--- config.mk ---
export PLATFORM = sky130hd
export DESIGN_NAME = granth_crc_engine
export DESIGN_NICKNAME = d
export VERILOG_FILES = /design/src/rtl/granth_crc_engine.sv
export SDC_FILE = /design/constraint.sdc
export NUM_CORES = 1
export LEC_CHECK = 0
export BUFFER_PORTS_ARGS = -buffer_cell sky130_fd_sc_hd__buf_2
export CAP_MARGIN = 20
export CORE_MARGIN = 10
export CORE_UTILIZATION = 56
export DETAILED_ROUTE_END_ITERATION = 10
export PLACE_DENSITY = 0.8
export SLEW_MARGIN = 40
export SYNTH_ARGS = -nofsm -noshare
export SYNTH_HDL_FRONTEND = slang
export SYNTH_SLANG_ARGS = --single-unit
--- constraint.sdc ---
create_clock -name clk -period 1.8 [get_ports clk]
set_input_delay 0 -clock clk [delete_from_list [all_inputs] [get_ports clk]]
set_output_delay 0 -clock clk [all_outputs]
set_load 0.05 [all_outputs]
--- src/rtl/granth_crc_engine.sv ---
// Bit-serial parametrised CRC engine: nibble-wide LOAD, one message bit per clock, nibble readout.
// Optional input queue is enabled by defining CRC_FIFO_EN.
module granth_crc_engine #(
  parameter int               CRC_W      = 16,
  parameter logic [CRC_W-1:0] POLY       = 16'h1021,
  parameter logic [CRC_W-1:0] INIT       = 16'hFFFF,
  parameter logic [CRC_W-1:0] XOROUT     = 16'h0000,
  parameter int               REFIN      = 0,
  parameter int               REFOUT     = 0,
  parameter int               DIN_W      = 4,
  parameter int               FIFO_DEPTH = 2
) (
  input  logic             clk,
  input  logic             rst_n,
  input  logic [1:0]       cmd,
  input  logic [DIN_W-1:0] data_in,
  output logic [3:0]       data_out,
  output logic             valid,
  output logic             busy,
  output logic             err
);

  localparam int N     = CRC_W / 4;
  localparam int IDX_W = (N > 1) ? $clog2(N) : 1;
  localparam int CNT_W = (DIN_W > 1) ? $clog2(DIN_W) : 1;

  function automatic logic [CRC_W-1:0] bit_rev(input logic [CRC_W-1:0] v);
    for (int i = 0; i < CRC_W; i++) bit_rev[i] = v[CRC_W-1-i];
  endfunction

  localparam logic [CRC_W-1:0] POLY_R = bit_rev(POLY);

  function automatic logic [CRC_W-1:0] crc_step(input logic [CRC_W-1:0] c, input logic b);
    logic fb;
    if (REFIN != 0) begin
      fb       = c[0] ^ b;
      crc_step = (c >> 1) ^ (fb ? POLY_R : '0);
    end else begin
      fb       = c[CRC_W-1] ^ b;
      crc_step = (c << 1) ^ (fb ? POLY : '0);
    end
  endfunction

  typedef enum logic {IDLE, SHIFT} state_t;

  state_t           state_q, state_d;
  logic [CRC_W-1:0] crc;
  logic [CNT_W-1:0] cnt;
  logic [DIN_W-1:0] din_q;
  logic [IDX_W-1:0] rd_idx;
  logic [CRC_W-1:0] res;
  logic             is_load, is_read, is_init;
  logic             shifting, last_bit, cur_bit;
  logic             start, load_drop;
  logic [DIN_W-1:0] start_data;

  assign is_load  = (cmd == 2'b01);
  assign is_read  = (cmd == 2'b10);
  assign is_init  = (cmd == 2'b11);
  assign shifting = (state_q == SHIFT);
  assign last_bit = shifting && (cnt == '0);
  assign cur_bit  = din_q[(REFIN != 0) ? (DIN_W - 1 - int'(cnt)) : int'(cnt)];

  // A reflected register already holds its value in reflected order, so the
  // readout is mirrored only when the output order differs from the input order.
  assign res = (((REFOUT != 0) != (REFIN != 0)) ? bit_rev(crc) : crc) ^ XOROUT;

`ifdef CRC_FIFO_EN
  localparam int PTR_W = (FIFO_DEPTH > 1) ? $clog2(FIFO_DEPTH) : 1;

  logic [DIN_W-1:0] q_mem [FIFO_DEPTH];
  logic [PTR_W-1:0] wr_ptr, rd_ptr;
  logic [PTR_W:0]   q_cnt;
  logic             q_empty, q_full, pop, bypass, push;

  assign q_empty    = (q_cnt == '0);
  assign q_full     = (q_cnt == (PTR_W+1)'(FIFO_DEPTH));
  assign busy       = shifting || !q_empty;
  // On the final bit a queued nibble (or a LOAD arriving right then) starts with no idle cycle.
  assign pop        = last_bit && !q_empty;
  assign bypass     = last_bit && q_empty && is_load;
  assign start      = (is_load && !busy) || pop || bypass;
  assign start_data = pop ? q_mem[rd_ptr] : data_in;
  assign push       = is_load && busy && !bypass && !q_full;
  assign load_drop  = is_load && busy && !bypass && q_full;

  always_ff @(posedge clk or negedge rst_n) begin
    if (!rst_n) begin
      wr_ptr <= '0;
      rd_ptr <= '0;
      q_cnt  <= '0;
    end else if (is_init) begin
      wr_ptr <= '0;
      rd_ptr <= '0;
      q_cnt  <= '0;
    end else begin
      if (push) wr_ptr <= wr_ptr + 1'b1;
      if (pop)  rd_ptr <= rd_ptr + 1'b1;
      case ({push, pop})
        2'b10:   q_cnt <= q_cnt + 1'b1;
        2'b01:   q_cnt <= q_cnt - 1'b1;
        default: q_cnt <= q_cnt;
      endcase
    end
  end

  always_ff @(posedge clk) begin
    if (push) q_mem[wr_ptr] <= data_in;
  end
`else
  assign busy       = shifting;
  assign start      = is_load && !shifting;
  assign start_data = data_in;
  assign load_drop  = is_load && shifting;
`endif

  always_ff @(posedge clk or negedge rst_n) begin
    if (!rst_n) state_q <= IDLE;
    else        state_q <= state_d;
  end

  always_comb begin
    state_d = state_q;
    if (is_init)       state_d = IDLE;
    else if (start)    state_d = SHIFT;
    else if (last_bit) state_d = IDLE;
  end

  always_ff @(posedge clk) begin
    if (start) din_q <= start_data;
  end

  always_ff @(posedge clk or negedge rst_n) begin
    if (!rst_n) begin
      crc      <= INIT;
      cnt      <= '0;
      data_out <= 4'h0;
      valid    <= 1'b0;
      err      <= 1'b0;
      rd_idx   <= '0;
    end else begin
      valid <= 1'b0;
      if (is_init) begin
        crc    <= INIT;
        rd_idx <= '0;
        err    <= 1'b0;
      end else begin
        if (shifting) begin
          crc <= crc_step(crc, cur_bit);
          cnt <= cnt - 1'b1;
        end
        if (start)   cnt    <= CNT_W'(DIN_W - 1);
        if (is_load) rd_idx <= '0;
        if (load_drop || (is_read && busy)) err <= 1'b1;
        if (is_read && !busy) begin
          data_out <= res[4*(N-1-int'(rd_idx)) +: 4];
          valid    <= 1'b1;
          rd_idx   <= (rd_idx == IDX_W'(N-1)) ? '0 : rd_idx + 1'b1;
        end
      end
    end
  end

endmodule
==> out/qor.csv, run 1 <==
metric,value,unit
status,"finished, final reports clean",
Slowest cell on crit path,dfrtp_1,
hold depth,2,
Vias/cell,5.94,
Post-DRT Antenna Nets,0,
unrepaired setup endpoints after global routing,no,
hold_sp,cmd[1],
asr flop ratio synth,0.871,
1st-pass router iterations,5,
cts repair resizes,0,
reg-to-reg setup timing slack,0.32,ns
GRT overflow,0,
Yosys cell types,36,
"CP delay by family, top",buffers and inverters,
initial antenna violation count,0,
site row count,19,
die width,73.2,microns
minimum clock period,1.53,ns
Die ar.,5360,sq um
worst hold-check path type,primary input to register,
worst skew pair latency,0.32,ns
Synth Register Bits,31,
CP cell instances,"buf_4, buf_2",
total placed cells including tap cells,170,
CP Max Fanout,15,
"Clk pin slew, worst setup/hold paths",0.10,ns
clock sinks,31,
layout cells sized above 1,0.346,
ant diodes,0,
area grow syn2layout,14.1,%
"Slew Viols, Final",0,
number of synthesized flops with an enable pin,4,
"Seq/Total Area, Yosys",0.515,
final net count,162,
Final Hold Fails,0,
vias in the first global route,1093,
Design Power,2.69,mW
Ys Warns,0,
Final period util,0.848,
fmax,655,MHz
Clock Tree Root,clkbuf_4,
vias post-DR,1093,
P per Cell Area,1490,nW/um^2
end of the worst register-to-register path,crc[0]$_DFFE_PN1P_,
Setup TNS,0,ns
Synth Cell Area,1580,sq um
"Avg Cell Area, Syn",12.1,sq um
Ports,15,
Core Box Area,2730,sq um
GRT Util Overall,0.130,
Tightest Pin Transition,0.603,ns
drt wl/cell,17.4,microns
Leak,0.780,nW
Arrival @ worst endpoint,1.53,ns
crit end category,output port,
max incr delay on CP,0.59,ns
main flop type after synthesis,dfstp_2,
Critical Path Source Type,register,
Worst Skew,0.00695,ns
Die Ht,73.2,microns
TritonCTS buffer count,5,
CTS tree,done,
Critical Path RT,1.80,ns
worst-case clock buffer depth,2,
post-DP HPWL,2320,microns
max_cap viols,0,
DRC violations left,0,
first-pass GRT wire length,5400,microns
gpl congestion,0.815,
initial DRC count,63,
largest net degree at the start of global routing,28,
Post-Syn Instances,131,
VDD IR max,1150,uV
port bufs,14,
"Net Count, Synth",141,
fin cells,184,
reg2reg start,cnt[0]$_DFFE_PN0P_,
Initial Utilization,0.579,
max_slew headroom,0.598,
cell count of the worst reg-to-reg path,4,
drt total wl,3200,microns
Critical path buffers and inverters,2,
end of the worst hold path,valid$_DFF_PN0_,
Crit Path Class,register to output port,
htree depth,2,
Final setup viols,0,
==> stage by stage <==
step | worst slack [ns] | hold slack (ns) | cell area [sq um] | util
after floorplan | 0.0150 | -0.296 | 1580 | -
after global placement | 0.424 | 0.0216 | 1660 | 0.608
after detailed placement | 0.331 | 0.0406 | 1660 | 0.608
after CTS | 0.274 | 0.0136 | 1810 | 0.661
after global routing | 0.209 | 0.0198 | 1810 | 0.661
final | 0.274 | 0.0263 | 1810 | 0.661
==> cells in the mapped netlist (all sizes together) (3+ instances only) <==
master,n,area share
a21oi,6,0.019
clkbuf,3,0.0095
buf,6,0.024
nor3b,3,0.024
mux2i,19,0.12
a31oi,3,0.012
dfstp,16,0.27
inv,3,0.0071
nand2b,3,0.012
o21ai,4,0.013
mux4,4,0.057
nand2,16,0.038
dfrtp,11,0.17
edfxtp,4,0.076
nor2,3,0.0071
mux2,4,0.028
nor2b,3,0.012
==> worst register-to-register path, cell delays in order (launching register included) <==
cell and delay [ns]:
dfrtp_1 0.44, mux2i_1 0.45, mux2i_1 0.16, xnor2_1 0.16
a31oi_1 0.20
==> registers in the layout, summed over array words and instances, names as in the netlist <==
signal    flops
crc          16
din_q         4
err           1
busy          1
rd_idx        2
cnt           2
data_out      4
valid         1
==> power breakdown <==
group / switching [mW] / total, mW / internal (mW)
combinational: 0.505 / 0.895 / 0.390
sequential: 0.233 / 1.23 / 0.999
clock: 0.240 / 0.568 / 0.328
==> kinds of logic after synthesis <==
group,count (synthesis),share of synthesized area
AO/OA/AOI/OAI,18,0.0711
XOR/XNOR,3,0.0166
adder cells (fa/ha/maj),2,0.0158
buffers and inverters,12,0.0411
flip-flops,31,0.515
multiplexers,27,0.208
AND/OR/NAND/NOR,38,0.133
==> worst max-delay path by stage <==
stage,cells past startpoint,startpoint,endpoint,slack [ns]
2_1_floorplan,3,busy$_DFFE_PN0P_,din_q[0]$_DFFE_PP_,0.02
6_report,2,busy$_DFFE_PN0P_,busy,0.27
4_1_cts,2,busy$_DFFE_PN0P_,busy,0.27
5_1_grt,4,cnt[0]$_DFFE_PN0P_,crc[0]$_DFFE_PN1P_,0.21
3_3_place_gp,2,rd_idx[0]$_DFFE_PN0P_,data_out[1]$_DFFE_PN0P_,0.42
3_5_place_dp,4,cnt[0]$_DFFE_PN0P_,crc[0]$_DFFE_PN1P_,0.33
==> area by class of cell <==
class	instances	area (sq um)
clock buffers	6	51.3
clock inverters	2	35.0
fillers	197	926
inverters	3	11.3
multi-input cells	88	703
flip-flops and latches	31	816
well taps	31	38.8
repair buffers	23	153
==> placed cells by master, fill, tap and decap left out, drive strengths merged, types with 4 or more instances in the layout <==
cell type / instances
a21oi: 6
buf: 17
clkbuf: 6
dfrtp: 11
dfstp: 16
dlygate4sd3: 6
edfxtp: 4
mux2: 4
mux2i: 19
mux4: 4
nand2: 16
o21ai: 4
==> what timing repair did <==
item	in CTS	in global routing
buffers inserted	0	0
hold buffers	6	0
endpoints found under the hold margin	18	0
==> layer usage <==
layer	GRT usage	routed length, microns
met2	0.204	1620
met1	0.148	1340
met4	0.0570	42
met3	0.0571	195
met5	0	0
No activity file was read; power rests on OpenSTA's default activity.
==> run 2, diff against run 1 <==
--- a/config.mk
+++ b/config.mk
@@ -5,6 +5,7 @@
 export SDC_FILE = /design/constraint.sdc
 export NUM_CORES = 1
 export LEC_CHECK = 0
+export ABC_AREA = 1
 export BUFFER_PORTS_ARGS = -buffer_cell sky130_fd_sc_hd__buf_2
 export CAP_MARGIN = 20
 export CORE_MARGIN = 10
==> constraint.sdc (replaced) <==
create_clock -name clk -period 1.45 [get_ports clk]
set_input_delay 0 -clock clk [delete_from_list [all_inputs] [get_ports clk]]
set_output_delay 0 -clock clk [all_outputs]
set_load 0.05 [all_outputs]
==> run 2 against run 1 <==
Power rose by 14%. Design area down 8.1%. First-iteration DRC count up 48%. Die area decreased by 5.9%. Non-clock buffer count is 1 lower. Highest routed layer unchanged.
==> out/qor.csv, run 2 <==
metric,value,unit
most common cell in the netlist,nand2_1,
"Avg Cell Area, Syn",9.39,sq um
final net count,188,
cell taking the most area after synthesis,dfstp_2,
reg2reg start,busy$_DFFE_PN0P_,
cts repair resizes,0,
htree depth,2,
vias in the first global route,1196,
cell count of the worst reg-to-reg path,3,
Final Hold Fails,0,
drt wl/cell,13.8,microns
top cell type's share of synthesized area,0.289,
Synth Register Bits,31,
Post-synth top cells,"31 x nand2_1, 18 x inv_1, 16 x dfstp_2",
Initial Utilization,0.587,
worst skew pair latency,0.33,ns
Final setup viols,0,
status,"finished, final reports clean",
Vias/cell,5.44,
max_cap viols,0,
"Clk pin slew, worst setup/hold paths",0.09,ns
Post-Syn Instances,155,
met1 wire length,1230,microns
"Net Count, Synth",165,
worst-case clock buffer depth,2,
area grow syn2layout,14.2,%
"Cell Area, Placed",1540,sq um
fmax,752,MHz
TritonCTS buffer count,5,
largest net degree at the start of global routing,28,
Die Ht,71.0,microns
Yosys cell types,20,
minimum clock period,1.33,ns
DRC violations left,0,
CP cell instances,"nor3_4, nand3_1, o21a_1",
vias post-DR,1136,
"most common cell after layout, fill and taps aside",nand2_1,
number of synthesized flops with an enable pin,4,
fin util,0.671,
ant diodes,0,
initial DRC count,93,
die width,71.0,microns
Regs by FF count,"crc (16), data_out (4), din_q (4)",
largest reg by FF count,crc,
Critical Path Source Type,register,
Arrival @ worst endpoint,1.56,ns
worst hold-check path type,primary input to asynchronous set/reset pin,
post-DP HPWL,2110,microns
clock sinks,31,
first-pass GRT wire length,5260,microns
Ports,15,
CP Max Fanout,12,
drt total wl,2890,microns
Post-DRT Antenna Nets,0,
"Slew Viols, Final",0,
end of the worst register-to-register path,data_out[0]$_DFFE_PN0P_,
Die ar.,5040,sq um
port bufs,14,
gpl congestion,0.831,
worst setup path end,data_out[0]$_DFFE_PN0P_,
main area contributors after synthesis,"dfstp_2 29%, dfrtp_1 19%, edfxtp_1 8.3%",
crit end category,register,
most frequent cells in the layout,"31 x nand2_1, 18 x inv_1, 16 x dfstp_2",
Clock Tree Root,clkbuf_4,
P per Cell Area,1850,nW/um^2
max_slew headroom,0.607,
main flop type after synthesis,dfstp_2,
Worst Skew,0.00747,ns
Final period util,0.917,
Core Box Area,2480,sq um
1st-pass router iterations,4,
"Seq/Total Area, Yosys",0.561,
GRT Util Overall,0.126,
layout cells sized above 1,0.251,
max reg flops,16,
site row count,18,
WL met3,181,microns
Setup TNS,0,ns
Synth Cell Area,1460,sq um
post-route design area,1660,sq um
# Post-CTS Setup Buffers,0,
Critical Path RT,1.68,ns
CTS tree,done,
met2 WL,1450,microns
cts hold-fix bufs,7,
reg-to-reg setup timing slack,0.12,ns
initial antenna violation count,0,
GRT overflow,0,
Ys Warns,0,
Tightest Pin Transition,0.589,ns
asr flop ratio synth,0.871,
crit path from,busy$_DFFE_PN0P_,
VDD IR max,1530,uV
Leak,0.771,nW
DR top layer,met4,
unrepaired setup endpoints after global routing,no,
max incr delay on CP,0.50,ns
Crit Path Class,register to register,
Slowest cell on crit path,dfrtp_2,
-- run 2: layout make-up --
type,count,area [sq um]
Sequential cell,31,817
Clock buffer,7,45.0
Fill cell,191,816
Tap cell,30,37.5
Multi-Input combinational cell,98,534
Clock inverter,1,5.00
Timing Repair Buffer,22,148
Inverter,20,75.1
-- run 2: how the worst min path moves through the flow --
| stage | start | to | slack, ns |
|---|---|---|---|
| global route | rst_n | data_out[3]$_DFFE_PN0P_ | 0.22 |
| CTS | rst_n | data_out[3]$_DFFE_PN0P_ | 0.21 |
| finish | rst_n | data_out[3]$_DFFE_PN0P_ | 0.20 |
| floorplan | rst_n | busy$_DFFE_PN0P_ | -0.30 |
| global placement | rst_n | data_out[1]$_DFFE_PN0P_ | 0.02 |
| detailed placement | rst_n | cnt[0]$_DFFE_PN0P_ | 0.04 |
-- run 2: kinds of logic (layout without fill, tap and decap cells) --
| group | count (synthesis) | count (layout) | share of synthesized area |
|---|---|---|---|
| flops | 31 | 31 | 0.561 |
| simple gates | 56 | 56 | 0.177 |
| buf+inv | 26 | 50 | 0.0800 |
| compound gates | 40 | 40 | 0.165 |
| fa+ha+maj | 2 | 2 | 0.0172 |
-- run 2: per-stage QoR --
| stage | hold slack [ns] | std cells | total power, mW | setup slack, ns |
|---|---|---|---|---|
| final | 0.198 | 209 | 3.07 | 0.120 |
| after floorplan | -0.296 | 155 | 2.33 | 0.0268 |
| after detailed placement | 0.0353 | 194 | 2.61 | 0.124 |
| after global placement | 0.0212 | 194 | 2.57 | 0.146 |
| after CTS | 0.209 | 209 | 3.10 | 0.111 |
| after global routing | 0.223 | 209 | 3.31 | 0.00154 |
-- run 2: routing by layer --
layer  track usage  up-vias
li1              -      569
met1         0.143      539
met2         0.211       25
met3        0.0586        3
met4        0.0323        0
met5             0        -
-- run 2: worst max-delay path: cells and delay by family (launching register included) --
kind | cells | cell delay [ns]
and+or+nand+nor | 2 | 0.59
DFF | 1 | 0.50
AOI/OAI and AO/OA | 1 | 0.13
-- run 2: report_power, final --
part,leakage [nW],switching [mW],total [mW],internal (mW)
logic,0.411,0.742,1.10,0.360
clock network,0.0293,0.278,0.466,0.188
registers,0.330,0.218,1.50,1.28
